**src/rtl/result_bcd_converter_if.sv**
```systemverilog
// Handshake bundle between a result producer and the BCD converter.
//   start/value : request and binary operand (master -> slave)
//   busy/done   : conversion in progress / one-cycle completion pulse
//   neg/bcd     : sign flag and packed BCD magnitude, [3:0] = least significant digit
interface result_bcd_converter_if #(
  parameter int IN_W   = 16,
  parameter int DIGITS = 5
);
  logic                  start;
  logic [IN_W-1:0]       value;
  logic                  busy;
  logic                  done;
  logic                  neg;
  logic [4*DIGITS-1:0]   bcd;

  modport master (output start, output value, input busy, input done, input neg, input bcd);
  modport slave  (input start, input value, output busy, output done, output neg, output bcd);
endinterface

```
**src/rtl/result_bcd_converter.sv**
```systemverilog
// Sequential shift-add-3 (double-dabble) converter: signed or unsigned binary
// result -> sign flag + packed BCD magnitude, one shift per clock.
// Ports:
//   clk : clock, rising edge
//   rst : synchronous reset, active-high
//   bus : slave side of result_bcd_converter_if (start/value in; busy/done/neg/bcd out)
//
// state   | meaning
// --------+---------------------------------------------------------------
// S_IDLE  | waiting for start; value captured into r_work on accept
// S_ABS   | take magnitude of r_work, latch sign, clear scratch, load counter
// S_SHIFT | adjust digits >=5 by +3, shift {scratch,work} left; exit at count 0
// S_DONE  | done pulse cycle; bcd/neg already updated, back to idle
module result_bcd_converter #(
  parameter int IN_W      = 16,
  parameter int DIGITS    = 5,
  parameter bit SIGNED_IN = 1'b1
) (
  input logic                   clk,
  input logic                   rst,
  result_bcd_converter_if.slave bus
);
  localparam int CNT_W = $clog2(IN_W + 1);
  localparam int BCD_W = 4 * DIGITS;

  typedef enum logic [1:0] {S_IDLE, S_ABS, S_SHIFT, S_DONE} state_t;

  state_t             r_state;
  logic [IN_W-1:0]    r_work;
  logic [BCD_W-1:0]   r_scratch;
  logic [CNT_W-1:0]   r_cnt;
  logic               r_neg_work;
  logic               r_busy;
  logic               r_done;
  logic               r_neg;
  logic [BCD_W-1:0]   r_bcd;
  logic [BCD_W-1:0]   w_adj;

  // Digit correction ahead of each shift so no digit overflows past 9.
  always_comb begin
    w_adj = r_scratch;
    for (int i = 0; i < DIGITS; i++) begin
      if (r_scratch[4*i +: 4] >= 4'd5)
        w_adj[4*i +: 4] = r_scratch[4*i +: 4] + 4'd3;
    end
  end

  always_ff @(posedge clk) begin
    if (rst) begin
      r_state    <= S_IDLE;
      r_work     <= '0;
      r_scratch  <= '0;
      r_cnt      <= '0;
      r_neg_work <= 1'b0;
      r_busy     <= 1'b0;
      r_done     <= 1'b0;
      r_neg      <= 1'b0;
      r_bcd      <= '0;
    end else begin
      case (r_state)
        S_IDLE: begin
          r_done <= 1'b0;
          if (bus.start) begin
            r_work  <= bus.value;
            r_busy  <= 1'b1;
            r_state <= S_ABS;
          end
        end
        S_ABS: begin
          // -2^(IN_W-1) negates to itself, which read unsigned is the right magnitude.
          if (SIGNED_IN && r_work[IN_W-1]) begin
            r_neg_work <= 1'b1;
            r_work     <= -r_work;
          end else begin
            r_neg_work <= 1'b0;
          end
          r_scratch <= '0;
          r_cnt     <= CNT_W'(IN_W);
          r_state   <= S_SHIFT;
        end
        S_SHIFT: begin
          if (r_cnt == '0) begin
            r_bcd   <= r_scratch;
            r_neg   <= r_neg_work;
            r_done  <= 1'b1;
            r_state <= S_DONE;
          end else begin
            r_scratch <= {w_adj[BCD_W-2:0], r_work[IN_W-1]};
            r_work    <= {r_work[IN_W-2:0], 1'b0};
            r_cnt     <= r_cnt - CNT_W'(1);
          end
        end
        S_DONE: begin
          // start is ignored here; the next request is taken in IDLE.
          r_done  <= 1'b0;
          r_busy  <= 1'b0;
          r_state <= S_IDLE;
        end
        default: begin
          r_state <= S_IDLE;
          r_busy  <= 1'b0;
          r_done  <= 1'b0;
        end
      endcase
    end
  end

  assign bus.busy = r_busy;
  assign bus.done = r_done;
  assign bus.neg  = r_neg;
  assign bus.bcd  = r_bcd;
endmodule

```
**src/flat_wrapper.sv**
```systemverilog
// flat-port wrapper written by rule: the top's interface ports become plain ports
module result_bcd_converter_flat 
#(
  parameter int IN_W      = 16,
  parameter int DIGITS    = 5,
  parameter bit SIGNED_IN = 1'b1
)
  (clk, rst, bus_start, bus_value, bus_busy, bus_done, bus_neg, bus_bcd);
  result_bcd_converter_if #(.IN_W(IN_W), .DIGITS(DIGITS)) bus_i ();
  input logic clk;
  input logic rst;
  input wire logic [$bits(bus_i.start)-1:0] bus_start;
  input wire logic [$bits(bus_i.value)-1:0] bus_value;
  output wire logic [$bits(bus_i.busy)-1:0] bus_busy;
  output wire logic [$bits(bus_i.done)-1:0] bus_done;
  output wire logic [$bits(bus_i.neg)-1:0] bus_neg;
  output wire logic [$bits(bus_i.bcd)-1:0] bus_bcd;
  assign bus_i.start = bus_start;
  assign bus_i.value = bus_value;
  assign bus_busy = bus_i.busy;
  assign bus_done = bus_i.done;
  assign bus_neg = bus_i.neg;
  assign bus_bcd = bus_i.bcd;
  result_bcd_converter #(.IN_W(IN_W), .DIGITS(DIGITS), .SIGNED_IN(SIGNED_IN)) u_core (.clk(clk), .rst(rst), .bus(bus_i));
endmodule
```
**config.mk**
```make
export PLATFORM = sky130hd
export DESIGN_NAME = result_bcd_converter_flat
export DESIGN_NICKNAME = d
export VERILOG_FILES = /design/src/rtl/result_bcd_converter_if.sv /design/src/rtl/result_bcd_converter.sv /design/src/flat_wrapper.sv
export SDC_FILE = /design/constraint.sdc
export NUM_CORES = 1
export LEC_CHECK = 0
export CORE_UTILIZATION = 51
export DETAILED_ROUTE_END_ITERATION = 12
export PLACE_DENSITY = 0.76
export SLEW_MARGIN = 20
export SYNTH_ARGS = -nofsm -noshare
export SYNTH_HDL_FRONTEND = slang
export SYNTH_SLANG_ARGS = --single-unit
```
**constraint.sdc**
```tcl
create_clock -name clk -period 1.9 [get_ports clk]
set_clock_uncertainty 0.05 [all_clocks]
set_input_delay 0.38 -clock clk [delete_from_list [all_inputs] [get_ports clk]]
set_output_delay 0.38 -clock clk [all_outputs]
set_load 0.005 [all_outputs]
```
# == Yosys cells after proc, flatten, opt, wreduce, memory -nomap -nowiden ==
# Cells that the tools add are included.
# word_totals
out_inout_bits,23
input_bits,19
reg_bits,67
# classes
eq_ne,7
magnitude_cmp,5
mux,21
n_reduce_logical,14
add_sub_neg,7
# op_table
op,count
$mux 16,3
$pmux 16 s3,1
$pmux 20 s2,1
$ge 4x3->1 const B,5
$mux 20,1
$add 4x2->4 const B,4
$mux 4,4
$neg 16->16,1
$pmux 5 s2,1
$reduce_and 2->1,5
$pmux 2 s4,1
$reduce_bool 2->1,3
$logic_not 5->1,1
$mux 5,1
$sub 5x1->5 const B,1
$eq 2x2->1 const B,2
$mux 2,2
$ne 2x1->1 const B,2
$ne 2x2->1 const B,2
$pmux 1 s2,2
$reduce_and 4->1,1
$add 3x2->3 const B,1
$mux 1,3
$mux 3,1
other kinds (5),5

# == Longest topological paths before layout ==
# Gate-level depths: netlist (run 1).
# logic_depth
word_depth,4
mapped_depth,9

# == Least setup slack after synthesis (run 1) ==
# Ideal clock, no wire load.
# synth_path
kind,register -> register
start,reg u_core.r_state[0]
end,reg u_core.r_work[13]
stages_incl_launch_ff,9
setup_slack_ns,-0.157
arrival_time_ns,1.880
n_path_buf,1
setup_time_ns,0.127
path_cell_list,dfxtp_1 -> inv_1 -> ha_1 -> and4bb_1 -> a2111o_1 -> clkbuf_8 -> or3_1 -> o21ai_0 -> a211oi_1
# synth_between
elab_chain_cells,3
elab_cells_between_ends,9
classes_between,eq/ne: 5; mux: 1; reduce/logical: 3
# synth_lines
element,line,rtl
"start, declared",result_bcd_converter.sv:28,state_t r_state;
"start signal, assigned",result_bcd_converter.sv:50,r_state <= S_IDLE;
"start signal, assigned",result_bcd_converter.sv:66,r_state <= S_ABS;
"start signal, assigned",result_bcd_converter.sv:79,r_state <= S_SHIFT;
$eq 2x1->1 (tied with other cells),result_bcd_converter.sv:60,case (r_state)
$ne 2x1->1 (no line) (tied with other cells),-,
$reduce_and 4->1 (no line),-,
"end signal, assigned",result_bcd_converter.sv:64,r_work <= bus.value;
"end signal, assigned",result_bcd_converter.sv:73,r_work <= -r_work;
"end signal, assigned",result_bcd_converter.sv:89,"r_work <= {r_work[IN_W-2:0], 1'b0};"
"end, declared",result_bcd_converter.sv:29,logic [IN_W-1:0] r_work;
# Several ways; a longest one is shown, not always the timed one.
# A chain may end at the register's enable or synchronous reset.

# == Worst setup path in the final report (run 1) ==
# layout_path
start,reg u_core.r_state[0]
end,reg u_core.r_work[3]
# Same word-level chain as after synthesis.

==> reports/results.tsv, run 1 <==
stage	metric	value	unit
worst_hold_path	hold_start	u_core.bus.bcd[4]	
timing	slew_headroom	72.8	%
clock_network	cts_max_level	3	
worst_hold_path	hp-class	flip-flop to flip-flop	
logic_synthesis	ys_types	58	
logic_synthesis	synth_flop_cell	dfxtp_1	
timing	whs	0.404	ns
routing	drcViolationCount	0	
logic_synthesis	yosysTopAreaCell	dfxtp_1	
floorplanning	die_h	86.7	um
power_and_ir_drop	ir_drop	0.000881	V
grt	antenna_found_initial	0	
logic_synthesis	ys_ff_latch	67	
timing	fin_crit	2.01	ns
timing	rsz0062_at_grt	true	
placement	place_congestion	0.887	
power_and_ir_drop	p_int	4.08	mW
logic_synthesis	yosys_warnings	0	
setup_path	critical_path.reg2reg.startpoint	u_core.r_state[0]	
setup_path	crit_path_end_kind	flip-flop	
clock_network	clk_pin_slew	0.08	ns
final_layout	finalNonFillerCells	629	
timing	worst_slew_pin_slew	0.404	ns
setup_path	setup.worst_path.start_class	flip-flop	
clock_network	root_buffer	clkbuf_8	
timing	fmax	0.496	GHz
setup_path	max_stage_delay	0.49	ns
clock_network	cts_tree	done	
floorplanning	num_rows	30	
final_layout	drive_gt1_share	20.3	%
grt	grt.total_usage	25.2	%
logic_synthesis	synth_cells	460	
power_and_ir_drop	leakage	1.76	nW
clock_network	cts_buffer_depth	2	
clock_network	cts.sink_count	67	
final_layout	diodes	0	
run	maxCapViolCount	0	
placement	dp_cells	601	
placement	detailedPlacementHpwl	5910	um
setup_path	critical_path_required	2.10	ns
setup_path	rr_endpoint	u_core.r_work[3]	
worst_hold_path	hold_depth	2	
clock_network	numCtsBuffers	9	
outcome	violations	negative setup slack	
routing	vias_per_cell	5.68	
logic_synthesis	seq_area_frac_synth	36.7	%
timing	worst_slack	-0.114	ns
logic_synthesis	syn-num-nets	495	
power_and_ir_drop	seqPwrFrac	26.5	%
logic_synthesis	yosysMostFrequentCell	dfxtp_1	
placement	numPortBuffers	41	
final_layout	fillers	523	
power_and_ir_drop	clkPwrFrac	19.7	%
outcome	status	finished with violations	
worst_hold_path	min_to	u_core.bus.bcd[4]	
grt	grt_max_degree	52	
routing	drtPass1Iterations	4	
grt	grt_pass1_vias	3163	
logic_synthesis	synthTopCellsByArea	dfxtp_1, a21oi_1, nand2_1	
setup_path	cp.depth	7	
floorplanning	die_w	86.7	um
setup_path	path_class	flip-flop to flip-flop	
setup_path	cp_top_family	compound AO/OA/AOI/OAI gates	
setup_path	crit_buf_inv	3	
logic_synthesis	synth-edff-count	0	
timing	period_share	106	%
grt	overflow	0	
routing	dr.first_iter.drc_count	236	
power_and_ir_drop	p_comb_share	53.8	%
routing	drt-total-wl	9360	um
logic_synthesis	synthArstFlopShare	0	%
floorplanning	core-area	0.00687	sq mm
final_layout	area_delta_synth_final	31.4	%
timing	finalSetupViolCount	15	
timing	hold_violations	0	
logic_synthesis	synth.top_cell.area_share	36.7	%
logic_synthesis	syn_area	0.00366	sq mm
floorplanning	initial_core_util	53.2	%
routing	antenna_left	0	
setup_path	arrival	2.22	ns
setup_path	critical_path.max_fanout	6	
logic_synthesis	ys_top_cells_by_count	dfxtp_1, nand2_1, a21oi_1	
routing	wl_per_cell	14.9	um
setup_path	path_cells	inv_2 > ha_4 > and4bb_2 > a2111o_1 > buf_6 > buf_4 > a32o_1	
floorplanning	io_pins	42	
setup_path	ff2ff_path_depth	7	
setup_path	r2r_slack	-0.11	ns
floorplanning	die_area	0.00751	sq mm
power_and_ir_drop	finalPower	6.83	mW
clock_network	insertion_delay	0.35	ns
setup_path	cp_slowest_cell	a2111o_1	
routing	vias	3570	
timing	final_max_slew_viol_count	0	
clock_network	hold_buffers	0	
logic_synthesis	syn_avg_cell_area	7.95	sq um
grt	grt_pass1_wl	14800	um
power_and_ir_drop	switchingPower	2.75	mW
power_and_ir_drop	p_sw_share	40.3	%
final_layout	nets	563	
power_and_ir_drop	power_density	1420	mW/mm^2
power by group through the flow:
stage	Clock (mW)	Sequential (mW)	Combinational (mW)
floorplan	0	1.78	2.03
global placement	0	1.81	2.81
detailed placement	0	1.83	2.86
CTS	1.36	1.80	3.10
global route	1.43	1.84	3.93
finish	1.35	1.81	3.67
repair_timing:
action	in CTS	in global routing
pin swaps	6	15
setup buffers	4	5
gates cloned	1	2
gates resized for setup	11	32
setup endpoints to repair	15	20
metrics by stage:
| step | setup WS [ns] | util, % | cell area (sq um) | setup TNS (ns) |
|---|---|---|---|---|
| 2_1_floorplan | -0.000426 | - | 3680 | -0.000426 |
| 3_3_place_gp | -0.157 | 62.8 | 4310 | -1.07 |
| 3_5_place_dp | -0.174 | 62.8 | 4310 | -1.68 |
| 4_1_cts | -0.0190 | 67.2 | 4610 | -0.0427 |
| 5_1_grt | -0.169 | 70.0 | 4810 | -1.96 |
| 6_report | -0.114 | 70.0 | 4810 | -0.959 |
tightest hold or removal path: cells and delay by family (launching register included):
| kind | cells | cell delay (ns) |
|---|---|---|
| flip-flops | 1 | 0.31 |
| AND/OR/NAND/NOR | 1 | 0.05 |
| AO/OA/AOI/OAI | 1 | 0.05 |
final cells by class:
cell class	instances	area, sq um	area share, %
multi-input cells	343	2200	45.7
flip-flops and latches	67	1350	28.0
repair buffers	86	841	17.5
clock buffers	9	124	2.58
well taps	96	120	2.50
clock inverters	7	98.8	2.06
inverters	21	78.8	1.64
registers in the layout, indices dropped and copies added, names as in the netlist:
register           flops
u_core.bus.done        1
u_core.r_work         16
u_core.bus.busy        1
u_core.r_scratch      20
u_core.bus.bcd        20
u_core.bus.neg         1
u_core.r_neg_work      1
u_core.r_cnt           5
u_core.r_state         2
placed cells by master, fill, tap and decap left out, types with 9 or more instances in the layout:
cell / Yosys / routed
dfxtp_1: 67 / 63
nand2_1: 62 / 60
a21oi_1: 53 / 47
nor2_1: 43 / 42
clkdlybuf4s50_1: 0 / 40
buf_4: 2 / 34
o21ai_0: 34 / 27
inv_1: 21 / 18
nor3_1: 17 / 15
ha_1: 16 / 13
nand3_1: 14 / 12
a22oi_1: 11 / 11
xnor2_1: 10 / 10
nand2b_1: 10 / 10
clkbuf_8: 4 / 9
per-layer routing:
metal,track usage (%),wire length (um)
met1,34.5,4310
met2,40.1,4360
met3,4.29,535
met4,8.94,154
met5,0,0
logic make-up after synthesis:
family                     Yosys count  synth area share [%]
and+or+nand+nor                    179                  24.3
AOI/OAI and AO/OA                  133                  22.9
buffers and inverters               50                  7.01
adders and majority gates           16                  5.47
muxes                                4                  1.09
xor gates and xnor gates            11                  2.63
DFF                                 67                  36.7
how the worst max path moves through the flow:
stage / from / endpoint / slack [ns]
after floorplan: u_core.r_state[0] / u_core.r_work[13] / -0.0004
after global placement: bus_start / u_core.r_work[13] / -0.16
after detailed placement: bus_start / u_core.r_work[13] / -0.17
after CTS: u_core.r_state[0] / u_core.r_work[13] / -0.02
after global routing: u_core.r_state[0] / u_core.r_work[11] / -0.17
final: u_core.r_state[0] / u_core.r_work[3] / -0.11
Note: power is estimated with default switching activity, not from simulation.
==> run 2: changes to the inputs <==
--- a/config.mk
+++ b/config.mk
@@ -7,6 +7,7 @@
 export LEC_CHECK = 0
 export CORE_UTILIZATION = 51
 export DETAILED_ROUTE_END_ITERATION = 12
+export HOLD_SLACK_MARGIN = 0.06
 export PLACE_DENSITY = 0.76
 export SLEW_MARGIN = 20
 export SYNTH_ARGS = -nofsm -noshare
==> results of run 2 <==
No change in the layout: final DEF, timing and power equal those of run 1.
